`src/rtl/ups_axil_regs.sv`:
```
// ups_axil_regs
//   AXI4-Lite responder holding a small 32-bit register bank behind the PS
//   ca4l_* master port.
//   Map (addr[4:2]): 0 ID | 1 CTRL | 2 STATUS | 3 SCRATCH | 4 IRQ_PEND (W1C) |
//   5 IRQ_EN | 6 TICK | 7 reserved. Any address with addr[31:5] != 0 gets SLVERR.
// Ports
//   fclk, rst_n            clock, async active-low reset
//   ca4l_aw*/w*/b*         write address / data / response channels
//   ca4l_ar*/r*            read address / data channels
//   status                 status word returned by the STATUS register
//   evt                    single-cycle event pulses that set IRQ_PEND bits
//   ctrl                   CTRL register contents
//   irq                    registered |(IRQ_PEND & IRQ_EN)
module ups_axil_regs #(
    parameter logic [31:0] ID_VALUE = 32'h5550_5301,
    parameter int          CTRL_W   = 4,
    parameter int          EVT_W    = 8
) (
    input  logic              fclk,
    input  logic              rst_n,
    input  logic [31:0]       ca4l_awaddr,
    input  logic [2:0]        ca4l_awprot,
    input  logic              ca4l_awvalid,
    output logic              ca4l_awready,
    input  logic [31:0]       ca4l_wdata,
    input  logic [3:0]        ca4l_wstrb,
    input  logic              ca4l_wvalid,
    output logic              ca4l_wready,
    output logic [1:0]        ca4l_bresp,
    output logic              ca4l_bvalid,
    input  logic              ca4l_bready,
    input  logic [31:0]       ca4l_araddr,
    input  logic [2:0]        ca4l_arprot,
    input  logic              ca4l_arvalid,
    output logic              ca4l_arready,
    output logic [31:0]       ca4l_rdata,
    output logic [1:0]        ca4l_rresp,
    output logic              ca4l_rvalid,
    input  logic              ca4l_rready,
    input  logic [31:0]       status,
    input  logic [EVT_W-1:0]  evt,
    output logic [CTRL_W-1:0] ctrl,
    output logic              irq
);

    typedef enum logic [2:0] {
        REG_ID, REG_CTRL, REG_STATUS, REG_SCRATCH,
        REG_IRQ_PEND, REG_IRQ_EN, REG_TICK, REG_RSVD
    } reg_sel_e;

    localparam logic [1:0] RESP_OKAY   = 2'b00;
    localparam logic [1:0] RESP_SLVERR = 2'b10;

    // Architectural registers
    logic [CTRL_W-1:0] r_ctrl;
    logic [31:0]       r_scratch;
    logic [EVT_W-1:0]  r_irq_pend;
    logic [EVT_W-1:0]  r_irq_en;
    logic [31:0]       r_tick;
    logic              r_irq;

    // Write channel state
    logic        r_aw_held, r_w_held;
    logic [31:0] r_awaddr, r_wdata;
    logic [3:0]  r_wstrb;
    logic        r_awready, r_wready, r_bvalid;
    logic [1:0]  r_bresp;

    // Read channel state
    logic        r_arready, r_rvalid;
    logic [31:0] r_rdata;
    logic [1:0]  r_rresp;

    // ---------------- write path ----------------
    logic        w_aw_hs, w_w_hs, w_b_done, w_wr_go, w_wr_err;
    logic [31:0] w_wr_addr, w_wr_data, w_wr_mask, w_wr_old, w_wr_merged, w_wr_clr;
    logic [3:0]  w_wr_strb;
    reg_sel_e    w_wr_sel;
    logic        w_aw_held_nxt, w_w_held_nxt, w_bvalid_nxt;
    logic [EVT_W-1:0] w_pend_clr;

    assign w_aw_hs  = ca4l_awvalid && r_awready;
    assign w_w_hs   = ca4l_wvalid && r_wready;
    assign w_b_done = r_bvalid && ca4l_bready;

    // A write commits on the edge where both halves are present, whether each
    // was captured earlier or is handshaking right now.
    assign w_wr_go   = !r_bvalid && (r_aw_held || w_aw_hs) && (r_w_held || w_w_hs);
    assign w_wr_addr = r_aw_held ? r_awaddr : ca4l_awaddr;
    assign w_wr_data = r_w_held  ? r_wdata  : ca4l_wdata;
    assign w_wr_strb = r_w_held  ? r_wstrb  : ca4l_wstrb;
    assign w_wr_err  = |w_wr_addr[31:5];
    assign w_wr_sel  = reg_sel_e'(w_wr_addr[4:2]);

    always_comb begin
        for (int i = 0; i < 4; i++) begin
            w_wr_mask[8*i +: 8] = {8{w_wr_strb[i]}};
        end
    end

    // NOTE: every variable driven here gets a default first so no path leaves it
    // unassigned; otherwise synthesis infers a latch.
    always_comb begin
        w_wr_old = '0;
        case (w_wr_sel)
            REG_CTRL:    w_wr_old = 32'(r_ctrl);
            REG_SCRATCH: w_wr_old = r_scratch;
            REG_IRQ_EN:  w_wr_old = 32'(r_irq_en);
            default:     w_wr_old = '0;
        endcase
    end

    assign w_wr_merged = (w_wr_old & ~w_wr_mask) | (w_wr_data & w_wr_mask);
    assign w_wr_clr    = w_wr_data & w_wr_mask;
    assign w_pend_clr  = (w_wr_go && !w_wr_err && w_wr_sel == REG_IRQ_PEND)
                         ? w_wr_clr[EVT_W-1:0] : '0;

    // Held flags stay set through the response so the readies remain low
    // until the master takes bvalid.
    assign w_aw_held_nxt = !w_b_done && (r_aw_held || w_aw_hs);
    assign w_w_held_nxt  = !w_b_done && (r_w_held || w_w_hs);
    assign w_bvalid_nxt  = r_bvalid ? !ca4l_bready : w_wr_go;

    // NOTE: sequential state uses non-blocking assignments so every register
    // samples the pre-edge values, independent of statement order.
    always_ff @(posedge fclk or negedge rst_n) begin
        if (!rst_n) begin
            r_aw_held <= 1'b0;
            r_w_held  <= 1'b0;
            r_awaddr  <= '0;
            r_wdata   <= '0;
            r_wstrb   <= '0;
            r_awready <= 1'b0;
            r_wready  <= 1'b0;
            r_bvalid  <= 1'b0;
            r_bresp   <= RESP_OKAY;
        end else begin
            if (w_aw_hs) r_awaddr <= ca4l_awaddr;
            if (w_w_hs) begin
                r_wdata <= ca4l_wdata;
                r_wstrb <= ca4l_wstrb;
            end
            if (w_wr_go) r_bresp <= w_wr_err ? RESP_SLVERR : RESP_OKAY;
            r_aw_held <= w_aw_held_nxt;
            r_w_held  <= w_w_held_nxt;
            r_bvalid  <= w_bvalid_nxt;
            r_awready <= !w_aw_held_nxt && !w_bvalid_nxt;
            r_wready  <= !w_w_held_nxt && !w_bvalid_nxt;
        end
    end

    // ---------------- register bank ----------------
    always_ff @(posedge fclk or negedge rst_n) begin
        if (!rst_n) begin
            r_ctrl     <= '0;
            r_scratch  <= '0;
            r_irq_en   <= '0;
            r_irq_pend <= '0;
            r_tick     <= '0;
            r_irq      <= 1'b0;
        end else begin
            if (w_wr_go && !w_wr_err) begin
                case (w_wr_sel)
                    REG_CTRL:    r_ctrl    <= w_wr_merged[CTRL_W-1:0];
                    REG_SCRATCH: r_scratch <= w_wr_merged;
                    REG_IRQ_EN:  r_irq_en  <= w_wr_merged[EVT_W-1:0];
                    default:     ;
                endcase
            end
            // OR-ing events after the clear makes a coincident set win.
            r_irq_pend <= (r_irq_pend & ~w_pend_clr) | evt;
            r_tick     <= r_tick + 32'd1;
            r_irq      <= |(r_irq_pend & r_irq_en);
        end
    end

    // ---------------- read path ----------------
    logic        w_ar_hs, w_rd_err, w_rvalid_nxt;
    logic [31:0] w_rd_data;

    assign w_ar_hs      = ca4l_arvalid && r_arready;
    assign w_rd_err     = |ca4l_araddr[31:5];
    assign w_rvalid_nxt = r_rvalid ? !ca4l_rready : w_ar_hs;

    always_comb begin
        w_rd_data = '0;
        if (!w_rd_err) begin
            case (reg_sel_e'(ca4l_araddr[4:2]))
                REG_ID:       w_rd_data = ID_VALUE;
                REG_CTRL:     w_rd_data = 32'(r_ctrl);
                REG_STATUS:   w_rd_data = status;
                REG_SCRATCH:  w_rd_data = r_scratch;
                REG_IRQ_PEND: w_rd_data = 32'(r_irq_pend);
                REG_IRQ_EN:   w_rd_data = 32'(r_irq_en);
                REG_TICK:     w_rd_data = r_tick;
                default:      w_rd_data = '0;
            endcase
        end
    end

    always_ff @(posedge fclk or negedge rst_n) begin
        if (!rst_n) begin
            r_arready <= 1'b0;
            r_rvalid  <= 1'b0;
            r_rdata   <= '0;
            r_rresp   <= RESP_OKAY;
        end else begin
            if (w_ar_hs) begin
                r_rdata <= w_rd_data;
                r_rresp <= w_rd_err ? RESP_SLVERR : RESP_OKAY;
            end
            r_rvalid  <= w_rvalid_nxt;
            r_arready <= !w_rvalid_nxt;
        end
    end

    assign ca4l_awready = r_awready;
    assign ca4l_wready  = r_wready;
    assign ca4l_bvalid  = r_bvalid;
    assign ca4l_bresp   = r_bresp;
    assign ca4l_arready = r_arready;
    assign ca4l_rvalid  = r_rvalid;
    assign ca4l_rdata   = r_rdata;
    assign ca4l_rresp   = r_rresp;
    assign ctrl         = r_ctrl;
    assign irq          = r_irq;

    // Protection bits, byte offsets and the unused upper bits of the merge
    // results carry no function here.
    logic w_unused;
    assign w_unused = ^{ca4l_awprot, ca4l_arprot, w_wr_merged, w_wr_clr};

endmodule

```
`config.mk`:
```
export PLATFORM = sky130hd
export DESIGN_NAME = ups_axil_regs
export DESIGN_NICKNAME = d
export VERILOG_FILES = /design/src/rtl/ups_axil_regs.sv
export SDC_FILE = /design/constraint.sdc
export NUM_CORES = 1
export LEC_CHECK = 0
export CAP_MARGIN = 10
export CORE_MARGIN = 2
export CORE_UTILIZATION = 50
export CTS_BUF_LIST = sky130_fd_sc_hd__clkbuf_2 sky130_fd_sc_hd__clkbuf_4 sky130_fd_sc_hd__clkbuf_8
export CTS_CLUSTER_SIZE = 28
export DETAILED_ROUTE_END_ITERATION = 16
export PLACE_DENSITY = 0.78
export SYNTH_ARGS = -nofsm -noshare
export SYNTH_HDL_FRONTEND = slang
export SYNTH_SLANG_ARGS = --single-unit
```
`constraint.sdc`:
```
create_clock -name fclk -period 4.6 [get_ports fclk]
set_clock_uncertainty 0.15 [all_clocks]
set_input_delay 0.92 -clock fclk [delete_from_list [all_inputs] [get_ports fclk]]
set_output_delay 0.92 -clock fclk [all_outputs]
set_load 0.05 [all_outputs]
```
==> impl_metrics.toml <==
[critical_path]
arrival_ps = 3270
cp-start-kind = "primary input"
r2r_start = "r_aw_held"
crit_path_start = "ca4l_awaddr[17]"
critical_path.max_fanout = 9
crit_required_ps = 4790
path_class = "primary input to flip-flop"
end_kind = "flip-flop"
rr_worst_depth = 5

[clocking]
cts_tree = "done"
cts_buffers = 17
post_cts_buffers = 0
cts_hold_buf = 0
clk_latency_ps = 470
cts.sinks = 192
h-tree-depth = 4
cts_resized = 0
cts_root_buffer = "clkbuf_8"
clock_path_buffers = 2
path_clk_slew_ps = 90

[power]
irDropWorstVdd_mv = 0.4457
p_total_mw = 4.594
power.density_nw_per_um2 = 395.2
power.leakage_nw = 4.957

[global_routing]
antenna_found_initial = 1
grtUsageMet2_pct = 38.00
grt_use_total_pct = 23.62
use_met1_pct = 32.50
grt_max_degree = 109
busiest_layer = "met2"
grtUsageMet3_pct = 6.125
overflow = 0
grt_pass1_vias = 6977
grt_first_pass_wirelength_um = 36630

[placement]
hpwl_um = 16520
io_buffer_count = 186
gp_congestion = 0.8464
place_area_sq_um = 11240

[floorplanning]
die_h_um = 139.4
dieWidth_um = 139.4
rows = 49
boundaryPins = 199
die-area_sq_um = 19420
initial_core_util_pct = 51.01
core-area_sq_um = 17960

[timing]
finalSetupViolCount = 0
worstMarginPinSlew_ps = 1042
slew_headroom_pct = 30.36
layout_min_cycle_time_ps = 3077
fin_setup_tns_ps = 0
finalCritPeriodShare_pct = 66.90
max_freq_mhz = 325.0
rsz0062_at_grt = "no"
hold_viol_final = 0
maxSlewViolCount = 0

[route]
vias = 6851
firstDrtPassIters = 5
route.detailed.drc = 0
wl_per_cell_um = 18.82
wirelength_um = 22440
drtIter0Drc = 507
post_drt_via_cell_ratio = 5.747
drtAntennaViolNets = 0

[synthesis]
synth_warnings = 0
synthTopCellsByArea = "dfrtp_1 52%, mux2_2 15%, mux2i_1 3.4%"
syn_area_sq_um = 9163
synth_edf_count = 0
ys_seq_area_share_pct = 52.44
synth.distinct_cells = 47
synthCells = 769
ys_ff_latch = 192
yosys.area.top_type_share_pct = 52.44
synth_ff_type = "dfrtp_1"
async_reset_ff_share_pct = 100.0
postSynthAreaPerCell_sq_um = 11.91
yosys.area.top_type = "dfrtp_1"

[min_path]
hold_path_class = "flip-flop to flip-flop"
hold_path_startpoint = "ca4l_rdata[8]"
hold_depth = 2

[run_status]
status = "complete, no violations"

[cells_and_area]
syn_to_final_growth_pct = 26.85
fillerInstances = 1428
drive_gt1_share_pct = 18.59
diodes = 0
fin_area_sq_um = 11620
final_nets = 1104

[job]
drv_cap = 0
[worst paths after layout]
kind	slack [ps]	endpoint
setup / recovery	1520	r_scratch[24]
hold / removal	340	ca4l_rdata[8]
setup reg to reg	1820	r_irq_pend[4]
hold reg to reg	340	ca4l_rdata[8]
max in group asynchronous	3040	r_awaddr[16]
min in group asynchronous	370	r_awaddr[2]
[metal layers]
layer  wire, um  part of all wire (%)
met3       1528                   6.8
met5         13                 0.058
met1      10030                    45
met4        150                  0.67
met2      10710                    48
[flip-flops by register name, indices dropped and copies added, names as in the netlist, 4 cells and up]
| register | cells |
|---|---|
| r_awaddr | 30 |
| ctrl | 4 |
| r_wdata | 32 |
| ca4l_rdata | 32 |
| r_irq_en | 8 |
| r_irq_pend | 8 |
| r_wstrb | 4 |
| r_tick | 32 |
| r_scratch | 32 |
[critical path, cell delays in order]
cell and delay [ps]:
clkdlybuf4s50_1 430, nor4_1 290, nand2_1 90, o21ai_1 580
and4_1 590, mux2_1 370
[cells in the mapped netlist, types with 2 or more instances]
cell type / count
dfrtp_1: 192
mux2_2: 119
nand2_1: 59
mux2i_1: 31
o21ai_0: 31
nor2_1: 29
a21oi_1: 28
xnor2_1: 27
mux2_1: 24
clkbuf_1: 22
a22o_1: 21
nor4_1: 21
a22oi_1: 17
nand4_1: 17
nand3_1: 12
nor3_1: 12
nand2b_1: 11
a22o_2: 10
inv_1: 8
o2bb2ai_1: 8
and4_1: 7
buf_4: 7
nor2b_1: 7
and3_1: 6
buf_2: 6
a221oi_1: 4
a222oi_1: 4
a31oi_1: 4
xor2_1: 3
and2_1: 2
nand4_2: 2
nor3b_1: 2
nor4b_1: 2
[per-stage QoR]
| step | setup WS [ps] | std cells | hold WS (ps) | util (%) |
|---|---|---|---|---|
| finish | 1523 | 1192 | 335.2 | 64.70 |
| global placement | 1063 | 1159 | 310.5 | 62.55 |
| detailed placement | 1040 | 1159 | 318.2 | 62.55 |
| global route | 1394 | 1192 | 371.9 | 64.70 |
| CTS | 1541 | 1191 | 334.5 | 64.62 |
| floorplan | 2000 | 770 | 295.4 | - |
[final cells by class]
cell class	instances	area (sq um)	area share [%]
Multi-Input combinational cell	534	4163	35.82
Clock inverter	14	122.6	1.055
Timing Repair Buffer	197	1968	16.93
Clock buffer	18	247.7	2.132
Sequential cell	192	4805	41.34
Inverter	8	30.03	0.2584
Tap cell	229	286.5	2.465
[power by group]
| group | internal [mW] | switching, mW |
|---|---|---|
| Clock | 0.407 | 0.639 |
| Sequential | 2.01 | 0.189 |
| Combinational | 0.708 | 0.642 |
[logic make-up (layout without fill, tap and decap cells)]
kind of cell	Yosys count	after routing	share of synthesized area, %
AOI/OAI and AO/OA	132	132	10.06
xor gates and xnor gates	30	30	2.868
adders and majority gates	1	1	0.1365
buffers and inverters	44	237	2.171
DFF	192	192	52.44
muxes	174	174	20.96
other	1	2	0.04093
and+or+nand+nor	195	195	11.32
[cell usage in the layout (no fill, tap or decap), types with 3 or more instances in the layout]
master / Yosys / layout
a21oi_1: 28 / 28
a221oi_1: 4 / 4
a222oi_1: 4 / 4
a22o_1: 21 / 21
a22o_2: 10 / 10
a22oi_1: 17 / 17
a31oi_1: 4 / 4
and3_1: 6 / 6
and4_1: 7 / 7
buf_4: 7 / 9
clkbuf_8: 0 / 19
clkdlybuf4s50_1: 0 / 185
clkinv_4: 0 / 5
dfrtp_1: 192 / 192
inv_1: 8 / 8
inv_6: 0 / 5
mux2_1: 24 / 24
mux2_2: 119 / 119
mux2i_1: 31 / 31
nand2_1: 59 / 59
nand2b_1: 11 / 11
nand3_1: 12 / 12
nand4_1: 17 / 17
nor2_1: 29 / 29
nor2b_1: 7 / 7
nor3_1: 12 / 12
nor4_1: 21 / 21
o21ai_0: 31 / 31
o2bb2ai_1: 8 / 8
xnor2_1: 27 / 27
xor2_1: 3 / 3
No activity file was read; power rests on OpenSTA's default activity.
